===== config.mk =====
export PLATFORM = sky130hd
export DESIGN_NAME = pe_simd_mac_flat
export DESIGN_NICKNAME = d
export VERILOG_FILES = /design/src/rtl/pe_simd_mac_if.sv /design/src/rtl/pe_simd_mac.sv /design/src/flat_wrapper.sv
export SDC_FILE = /design/constraint.sdc
export NUM_CORES = 1
export LEC_CHECK = 0
export CAP_MARGIN = 25
export CORE_ASPECT_RATIO = 1.2
export CORE_MARGIN = 2
export CORE_UTILIZATION = 55
export DETAILED_ROUTE_END_ITERATION = 10
export HOLD_SLACK_MARGIN = 0.05
export PLACE_DENSITY = 0.8
export SLEW_MARGIN = 40
export SYNTH_ARGS = -nofsm -noshare
export SYNTH_HDL_FRONTEND = slang
export SYNTH_SLANG_ARGS = --single-unit
export TNS_END_PERCENT = 50

===== constraint.sdc =====
create_clock -name clk -period 9 [get_ports clk]
set_input_delay 0.9 -clock clk [delete_from_list [all_inputs] [get_ports clk]]
set_output_delay 0.9 -clock clk [all_outputs]
set_load 0.02 [all_outputs]

===== src/rtl/pe_simd_mac_if.sv =====
// Stream bus of the SIMD multiply-accumulate PE: input beats in, post-processed
// dot-product results out, each side with a valid/ready handshake.
interface pe_simd_mac_if #(
  parameter int N_LANE = 4,
  parameter int W_IN   = 8,
  parameter int W_OUT  = 8,
  parameter int W_CNT  = 16
);
  logic                     in_valid;
  logic                     in_ready;
  logic                     in_last;
  logic [N_LANE*W_IN-1:0]   a_vec;
  logic [N_LANE*W_IN-1:0]   b_vec;
  logic                     mode_sel;
  logic [4:0]               shift;
  logic                     out_valid;
  logic                     out_ready;
  logic signed [W_OUT-1:0]  out_data;
  logic                     out_sat;
  logic [W_CNT-1:0]         out_count;

  modport master (
    output in_valid, in_last, a_vec, b_vec, mode_sel, shift, out_ready,
    input  in_ready, out_valid, out_data, out_sat, out_count
  );

  modport slave (
    input  in_valid, in_last, a_vec, b_vec, mode_sel, shift, out_ready,
    output in_ready, out_valid, out_data, out_sat, out_count
  );
endinterface


===== src/rtl/pe_simd_mac.sv =====
// SIMD MAC processing element: lane products (S1), accumulate (S2), shift/ReLU
// (S3) and saturating output register, all advancing together under one stall.
module pe_simd_mac #(
  parameter int N_LANE = 4,
  parameter int W_IN   = 8,
  parameter int W_ACC  = 32,
  parameter int W_OUT  = 8,
  parameter int W_CNT  = 16
) (
  input logic           clk,
  input logic           reset,
  pe_simd_mac_if.slave  bus
);
  localparam int W_P = 2 * W_IN;
  localparam logic signed [W_ACC-1:0] SAT_MAX = {{(W_ACC-W_OUT+1){1'b0}}, {(W_OUT-1){1'b1}}};
  localparam logic signed [W_ACC-1:0] SAT_MIN = {{(W_ACC-W_OUT+1){1'b1}}, {(W_OUT-1){1'b0}}};

  logic adv;
  logic accept;
  logic acc_open_reg;

  logic                    s1_valid_reg;
  logic                    s1_last_reg;
  logic                    s1_first_reg;
  logic                    s1_mode_reg;
  logic [4:0]              s1_shift_reg;
  logic signed [W_P-1:0]   s1_prod_reg [N_LANE];
  logic signed [W_P-1:0]   prod_next   [N_LANE];
  logic signed [W_ACC-1:0] sum_next;

  logic                    s2_valid_reg;
  logic                    s2_mode_reg;
  logic [4:0]              s2_shift_reg;
  logic signed [W_ACC-1:0] acc_reg;
  logic [W_CNT-1:0]        cnt_reg;

  logic signed [W_ACC-1:0] shifted_next;
  logic signed [W_ACC-1:0] post_next;
  logic                    s3_valid_reg;
  logic signed [W_ACC-1:0] s3_val_reg;
  logic [W_CNT-1:0]        s3_cnt_reg;

  logic                    out_valid_reg;
  logic signed [W_OUT-1:0] out_data_reg;
  logic signed [W_OUT-1:0] out_data_next;
  logic                    out_sat_reg;
  logic                    out_sat_next;
  logic [W_CNT-1:0]        out_count_reg;

  // A single stall signal freezes every stage, so in_ready is simply adv.
  assign adv           = !out_valid_reg || bus.out_ready;
  assign accept        = bus.in_valid && adv;
  assign bus.in_ready  = adv;
  assign bus.out_valid = out_valid_reg;
  assign bus.out_data  = out_data_reg;
  assign bus.out_sat   = out_sat_reg;
  assign bus.out_count = out_count_reg;

  always_ff @(posedge clk or posedge reset) begin
    if (reset) begin
      acc_open_reg <= 1'b0;
    end else if (accept) begin
      acc_open_reg <= !bus.in_last;
    end
  end

  // Stage S1: one full-precision product per lane, activation zero-extended.
  generate
    for (genvar gi = 0; gi < N_LANE; gi++) begin : g_lane
      logic [W_IN-1:0] a_lane;
      logic [W_IN-1:0] b_lane;
      assign a_lane = bus.a_vec[gi*W_IN +: W_IN];
      assign b_lane = bus.b_vec[gi*W_IN +: W_IN];
      assign prod_next[gi] = $signed({{W_IN{1'b0}}, a_lane}) *
                             $signed({{W_IN{b_lane[W_IN-1]}}, b_lane});

      always_ff @(posedge clk or posedge reset) begin
        if (reset) begin
          s1_prod_reg[gi] <= '0;
        end else if (accept) begin
          s1_prod_reg[gi] <= prod_next[gi];
        end
      end
    end
  endgenerate

  always_ff @(posedge clk or posedge reset) begin
    if (reset) begin
      s1_valid_reg <= 1'b0;
      s1_last_reg  <= 1'b0;
      s1_first_reg <= 1'b0;
      s1_mode_reg  <= 1'b0;
      s1_shift_reg <= '0;
    end else if (adv) begin
      s1_valid_reg <= bus.in_valid;
      if (bus.in_valid) begin
        s1_last_reg  <= bus.in_last;
        s1_first_reg <= !acc_open_reg;
        s1_mode_reg  <= bus.mode_sel;
        s1_shift_reg <= bus.shift;
      end
    end
  end

  always_comb begin
    sum_next = '0;
    for (int i = 0; i < N_LANE; i++) begin
      sum_next = sum_next + W_ACC'(s1_prod_reg[i]);
    end
  end

  // Stage S2: accumulator wraps freely; only a closing beat marks S2 valid.
  always_ff @(posedge clk or posedge reset) begin
    if (reset) begin
      s2_valid_reg <= 1'b0;
      s2_mode_reg  <= 1'b0;
      s2_shift_reg <= '0;
      acc_reg      <= '0;
      cnt_reg      <= '0;
    end else if (adv) begin
      s2_valid_reg <= s1_valid_reg && s1_last_reg;
      if (s1_valid_reg) begin
        acc_reg      <= s1_first_reg ? sum_next : acc_reg + sum_next;
        cnt_reg      <= s1_first_reg ? W_CNT'(1) :
                        (&cnt_reg)   ? cnt_reg : cnt_reg + W_CNT'(1);
        s2_mode_reg  <= s1_mode_reg;
        s2_shift_reg <= s1_shift_reg;
      end
    end
  end

  always_comb begin
    shifted_next = acc_reg >>> s2_shift_reg;
    post_next    = shifted_next;
    if (s2_mode_reg && shifted_next < 0) begin
      post_next = '0;
    end
  end

  always_ff @(posedge clk or posedge reset) begin
    if (reset) begin
      s3_valid_reg <= 1'b0;
      s3_val_reg   <= '0;
      s3_cnt_reg   <= '0;
    end else if (adv) begin
      s3_valid_reg <= s2_valid_reg;
      if (s2_valid_reg) begin
        s3_val_reg <= post_next;
        s3_cnt_reg <= cnt_reg;
      end
    end
  end

  always_comb begin
    out_data_next = s3_val_reg[W_OUT-1:0];
    out_sat_next  = 1'b0;
    if (s3_val_reg > SAT_MAX) begin
      out_data_next = SAT_MAX[W_OUT-1:0];
      out_sat_next  = 1'b1;
    end else if (s3_val_reg < SAT_MIN) begin
      out_data_next = SAT_MIN[W_OUT-1:0];
      out_sat_next  = 1'b1;
    end
  end

  always_ff @(posedge clk or posedge reset) begin
    if (reset) begin
      out_valid_reg <= 1'b0;
      out_data_reg  <= '0;
      out_sat_reg   <= 1'b0;
      out_count_reg <= '0;
    end else if (adv) begin
      out_valid_reg <= s3_valid_reg;
      if (s3_valid_reg) begin
        out_data_reg  <= out_data_next;
        out_sat_reg   <= out_sat_next;
        out_count_reg <= s3_cnt_reg;
      end
    end
  end
endmodule


===== src/flat_wrapper.sv =====
// flat-port wrapper written by rule: the top's interface ports become plain ports
module pe_simd_mac_flat 
#(
  parameter int N_LANE = 4,
  parameter int W_IN   = 8,
  parameter int W_ACC  = 32,
  parameter int W_OUT  = 8,
  parameter int W_CNT  = 16
)
  (clk, reset, bus_in_valid, bus_in_last, bus_a_vec, bus_b_vec, bus_mode_sel, bus_shift, bus_out_ready, bus_in_ready, bus_out_valid, bus_out_data, bus_out_sat, bus_out_count);
  pe_simd_mac_if #(.N_LANE(N_LANE), .W_IN(W_IN), .W_OUT(W_OUT), .W_CNT(W_CNT)) bus_i ();
  input logic clk;
  input logic reset;
  input wire logic [$bits(bus_i.in_valid)-1:0] bus_in_valid;
  input wire logic [$bits(bus_i.in_last)-1:0] bus_in_last;
  input wire logic [$bits(bus_i.a_vec)-1:0] bus_a_vec;
  input wire logic [$bits(bus_i.b_vec)-1:0] bus_b_vec;
  input wire logic [$bits(bus_i.mode_sel)-1:0] bus_mode_sel;
  input wire logic [$bits(bus_i.shift)-1:0] bus_shift;
  input wire logic [$bits(bus_i.out_ready)-1:0] bus_out_ready;
  output wire logic [$bits(bus_i.in_ready)-1:0] bus_in_ready;
  output wire logic [$bits(bus_i.out_valid)-1:0] bus_out_valid;
  output wire logic [$bits(bus_i.out_data)-1:0] bus_out_data;
  output wire logic [$bits(bus_i.out_sat)-1:0] bus_out_sat;
  output wire logic [$bits(bus_i.out_count)-1:0] bus_out_count;
  assign bus_i.in_valid = bus_in_valid;
  assign bus_i.in_last = bus_in_last;
  assign bus_i.a_vec = bus_a_vec;
  assign bus_i.b_vec = bus_b_vec;
  assign bus_i.mode_sel = bus_mode_sel;
  assign bus_i.shift = bus_shift;
  assign bus_i.out_ready = bus_out_ready;
  assign bus_in_ready = bus_i.in_ready;
  assign bus_out_valid = bus_i.out_valid;
  assign bus_out_data = bus_i.out_data;
  assign bus_out_sat = bus_i.out_sat;
  assign bus_out_count = bus_i.out_count;
  pe_simd_mac #(.N_LANE(N_LANE), .W_IN(W_IN), .W_ACC(W_ACC), .W_OUT(W_OUT), .W_CNT(W_CNT)) u_core (.clk(clk), .reset(reset), .bus(bus_i));
endmodule

==> summary.md <==
Setup path
- critical path's largest stage delay: 0.48 ns
- crit path kind: reg -> reg
- arrival time of data at the critical path endpoint: 7.65 ns
- most common cell type on the critical path: o21ai_0
- CP Max Fanout: 14
- nature of the critical path startpoint: flip-flop
- worst reg2reg path startpoint: u_core.s1_prod_reg[17]
- WP buf/inv: 4
- cell depth of the worst flop-to-flop path: 34
- number of cells on the critical path: 34
- nature of the critical path endpoint: flip-flop
- critical-path cell with the highest stage delay: fa_1
- data required time at the worst endpoint: 9.42 ns
- crit-path leading delay family: compound AO/OA/AOI/OAI gates
- CP startpoint: u_core.s1_prod_reg[17]

CTS
- H-tree depth: 1
- Post-CTS Repair Setup Buffers: 0
- latest clock arrival within the worst-skew pair: 0.52 ns
- # clock sinks: 204
- TritonCTS clock tree: done
- clock transition at the registers of the reported paths: 0.07 ns
- number of buffers created by CTS: 22
- buffer type at the clock tree root: clkbuf_16
- Post-CTS Hold Fix Bufs: 0
- maximum clock insertion buffer count: 3
- count of instances resized after the clock tree is built: 0

Placed design
- Port-buffer cells: 101
- DPL Wire Length: 37110 um
- GP Congestion: 0.9097

Routing
- DR pass1 iterations: 5
- total vias in the final route: 16.30k
- vias per cell: 5.696
- DRC Markers: 0
- antenna-violating nets left: 0
- per-cell routed wire length: 16.34 um
- number of violations reported at the end of detailed-routing iteration 0: 965
- DRT Wirelength: 46750 um

Floorplanning
- area of the die: 0.03950 mm2
- core footprint: 0.03757 mm2
- chip height: 217.3 um
- starting utilization of the core area: 0.5551
- row count: 78
- die outline width: 181.8 um
- number of placed I/O pins: 102

Finish
- fraction of layout cells with a size suffix above 1: 0.06636
- Inserted Diodes: 0
- area used by multi-input combinational logic: 0.01452 mm2
- register area: 0.005109 mm2
- Largest register FFs: 64
- count of filler cells inserted in the layout: 3112
- post-layout net count: 2835
- Area growth syn-to-layout: 10.65%

Timing
- Slew Limit Fails: 0
- highest clock rate: 138.2 MHz
- worst hold slack: 0.4794 ns
- count of final hold-check violations: 0
- unrepaired setup endpoints after global routing: false
- worst clock skew on the final layout: 0.01099 ns
- clock period minus final worst setup slack: 7.235 ns
- worst slew margin relative to its limit: 0.5097
- final period utilization: 0.8039
- endpoints failing setup: 0
- slew at the pin with the worst max-slew slack: 0.7259 ns
- setup total negative slack: 0 ns

Synth
- post-synth cell types: 74
- Synthesis Warnings: 0
- number of flip-flops and latches in the synthesized netlist: 204
- sequential-to-total area share from yosys stat: 0.2448
- number of enable flip-flop cells after synthesis: 0
- number of instances in the synthesized netlist: 2299
- average footprint of a synthesized cell: 9.072 um2
- asr flop ratio synth: 1.000
- most instantiated flip-flop cell in the synthesis netlist: dfrtp_1
- netlist area before placement: 0.02086 mm2
- syn_nets: 2769

Global routing
- number of antenna violations at the first check in global routing: 0
- aggregate global-route resource usage: 0.2450
- final global-route overflow total: 0
- largest net degree at the start of global routing: 155
- global-route wire length before repair: 80480 um
- number of global-route vias before repair: 16.92k

Job
- maxcap violations: 0

Hold path
- origin of the worst min-delay path: u_core.s1_mode_reg
- instance count along the most critical hold path: 2
- path class of the lowest-slack min-delay path: reg -> reg

Run status
- run status: complete, no violations

-- worst register-to-register path: cells and delay by family (launching register included) --
family | cells | cell delay (ns)
muxes | 1 | 0.15
buffers and inverters | 4 | 0.42
adders and majority gates | 5 | 1.83
and+or+nand+nor | 3 | 0.48
AOI/OAI and AO/OA | 21 | 3.93
DFF | 1 | 0.34
-- logic make-up (layout without fill, tap and decap cells) --
family	after synthesis	count (layout)	synth area share
xor gates and xnor gates	101	101	0.04241
DFF	204	204	0.2448
adders and majority gates	395	395	0.2971
and+or+nand+nor	710	710	0.1595
buffers and inverters	330	412	0.05981
AOI/OAI and AO/OA	454	454	0.1370
muxes	105	105	0.05951
-- final timing paths --
path | to | slack (ns)
setup / recovery | u_core.acc_reg[31] | 1.76
hold / removal | u_core.s2_mode_reg | 0.48
setup reg to reg | u_core.acc_reg[31] | 1.76
hold reg to reg | u_core.s2_mode_reg | 0.48
max in group asynchronous | u_core.s2_shift_reg[3] | 6.79
min in group asynchronous | u_core.bus.out_count[11] | 0.98
-- cells in the final DEF, fill, tap and decap left out, types with 13 or more instances in the layout --
master | Yosys | final
a21o_1 | 31 | 31
a21oi_1 | 105 | 104
a31oi_1 | 13 | 13
and2_1 | 133 | 133
and3_1 | 17 | 17
clkbuf_16 | 0 | 23
clkdlybuf4s50_1 | 0 | 101
dfrtp_1 | 204 | 201
fa_1 | 167 | 167
ha_1 | 228 | 228
inv_1 | 259 | 258
mux2_2 | 62 | 62
mux2i_1 | 34 | 34
nand2_1 | 306 | 303
nand2b_1 | 39 | 39
nand3_1 | 16 | 16
nor2_1 | 129 | 129
nor2b_1 | 20 | 20
nor3_1 | 16 | 16
o21a_1 | 14 | 14
o21ai_0 | 176 | 176
xnor2_1 | 64 | 64
xor2_1 | 37 | 37
-- synthesized netlist by cell type, types with 31 or more instances --
library cell | number | share of area
a21o_1 | 31 | 0.011
inv_1 | 259 | 0.047
o21ai_0 | 176 | 0.042
fa_1 | 167 | 0.16
and2_1 | 133 | 0.040
nand2b_1 | 39 | 0.012
clkbuf_1 | 53 | 0.0095
mux2_2 | 62 | 0.033
nor2_1 | 129 | 0.023
mux2i_1 | 34 | 0.016
dfrtp_1 | 204 | 0.24
xor2_1 | 37 | 0.016
xnor2_1 | 64 | 0.027
a21oi_1 | 105 | 0.025
nand2_1 | 306 | 0.055
ha_1 | 228 | 0.14
-- per-stage QoR --
step / util / instances / setup slack (ns) / cell area [um2]
floorplan: - / 2299 / 2.508 / 20860
global placement: 0.5933 / 2821 / 2.120 / 22290
detailed placement: 0.5937 / 2821 / 1.828 / 22310
CTS: 0.6140 / 2861 / 1.764 / 23070
global route: 0.6142 / 2861 / 1.192 / 23080
finish: 0.6142 / 2861 / 1.765 / 23080
-- area by class of cell --
type,instances,share of cell area
inverter,261,0.04316
sequential,204,0.2214
timing repair buffer,111,0.04722
tap,480,0.02602
clock inverter,12,0.005964
clock buffer,28,0.02705
multi-input combinational,1765,0.6292
-- metal layers --
layer,global-route usage,part of all wire,vias to the layer above
li1,-,-,7817
met1,0.2876,0.40,8045
met2,0.4631,0.53,329
met3,0.02058,0.032,105
met4,0.09377,0.037,0
met5,0,0,-
Power is left out: the tool's default activity adds up to more than one toggle a clock period on the data nets, which glitch-free logic cannot reach.
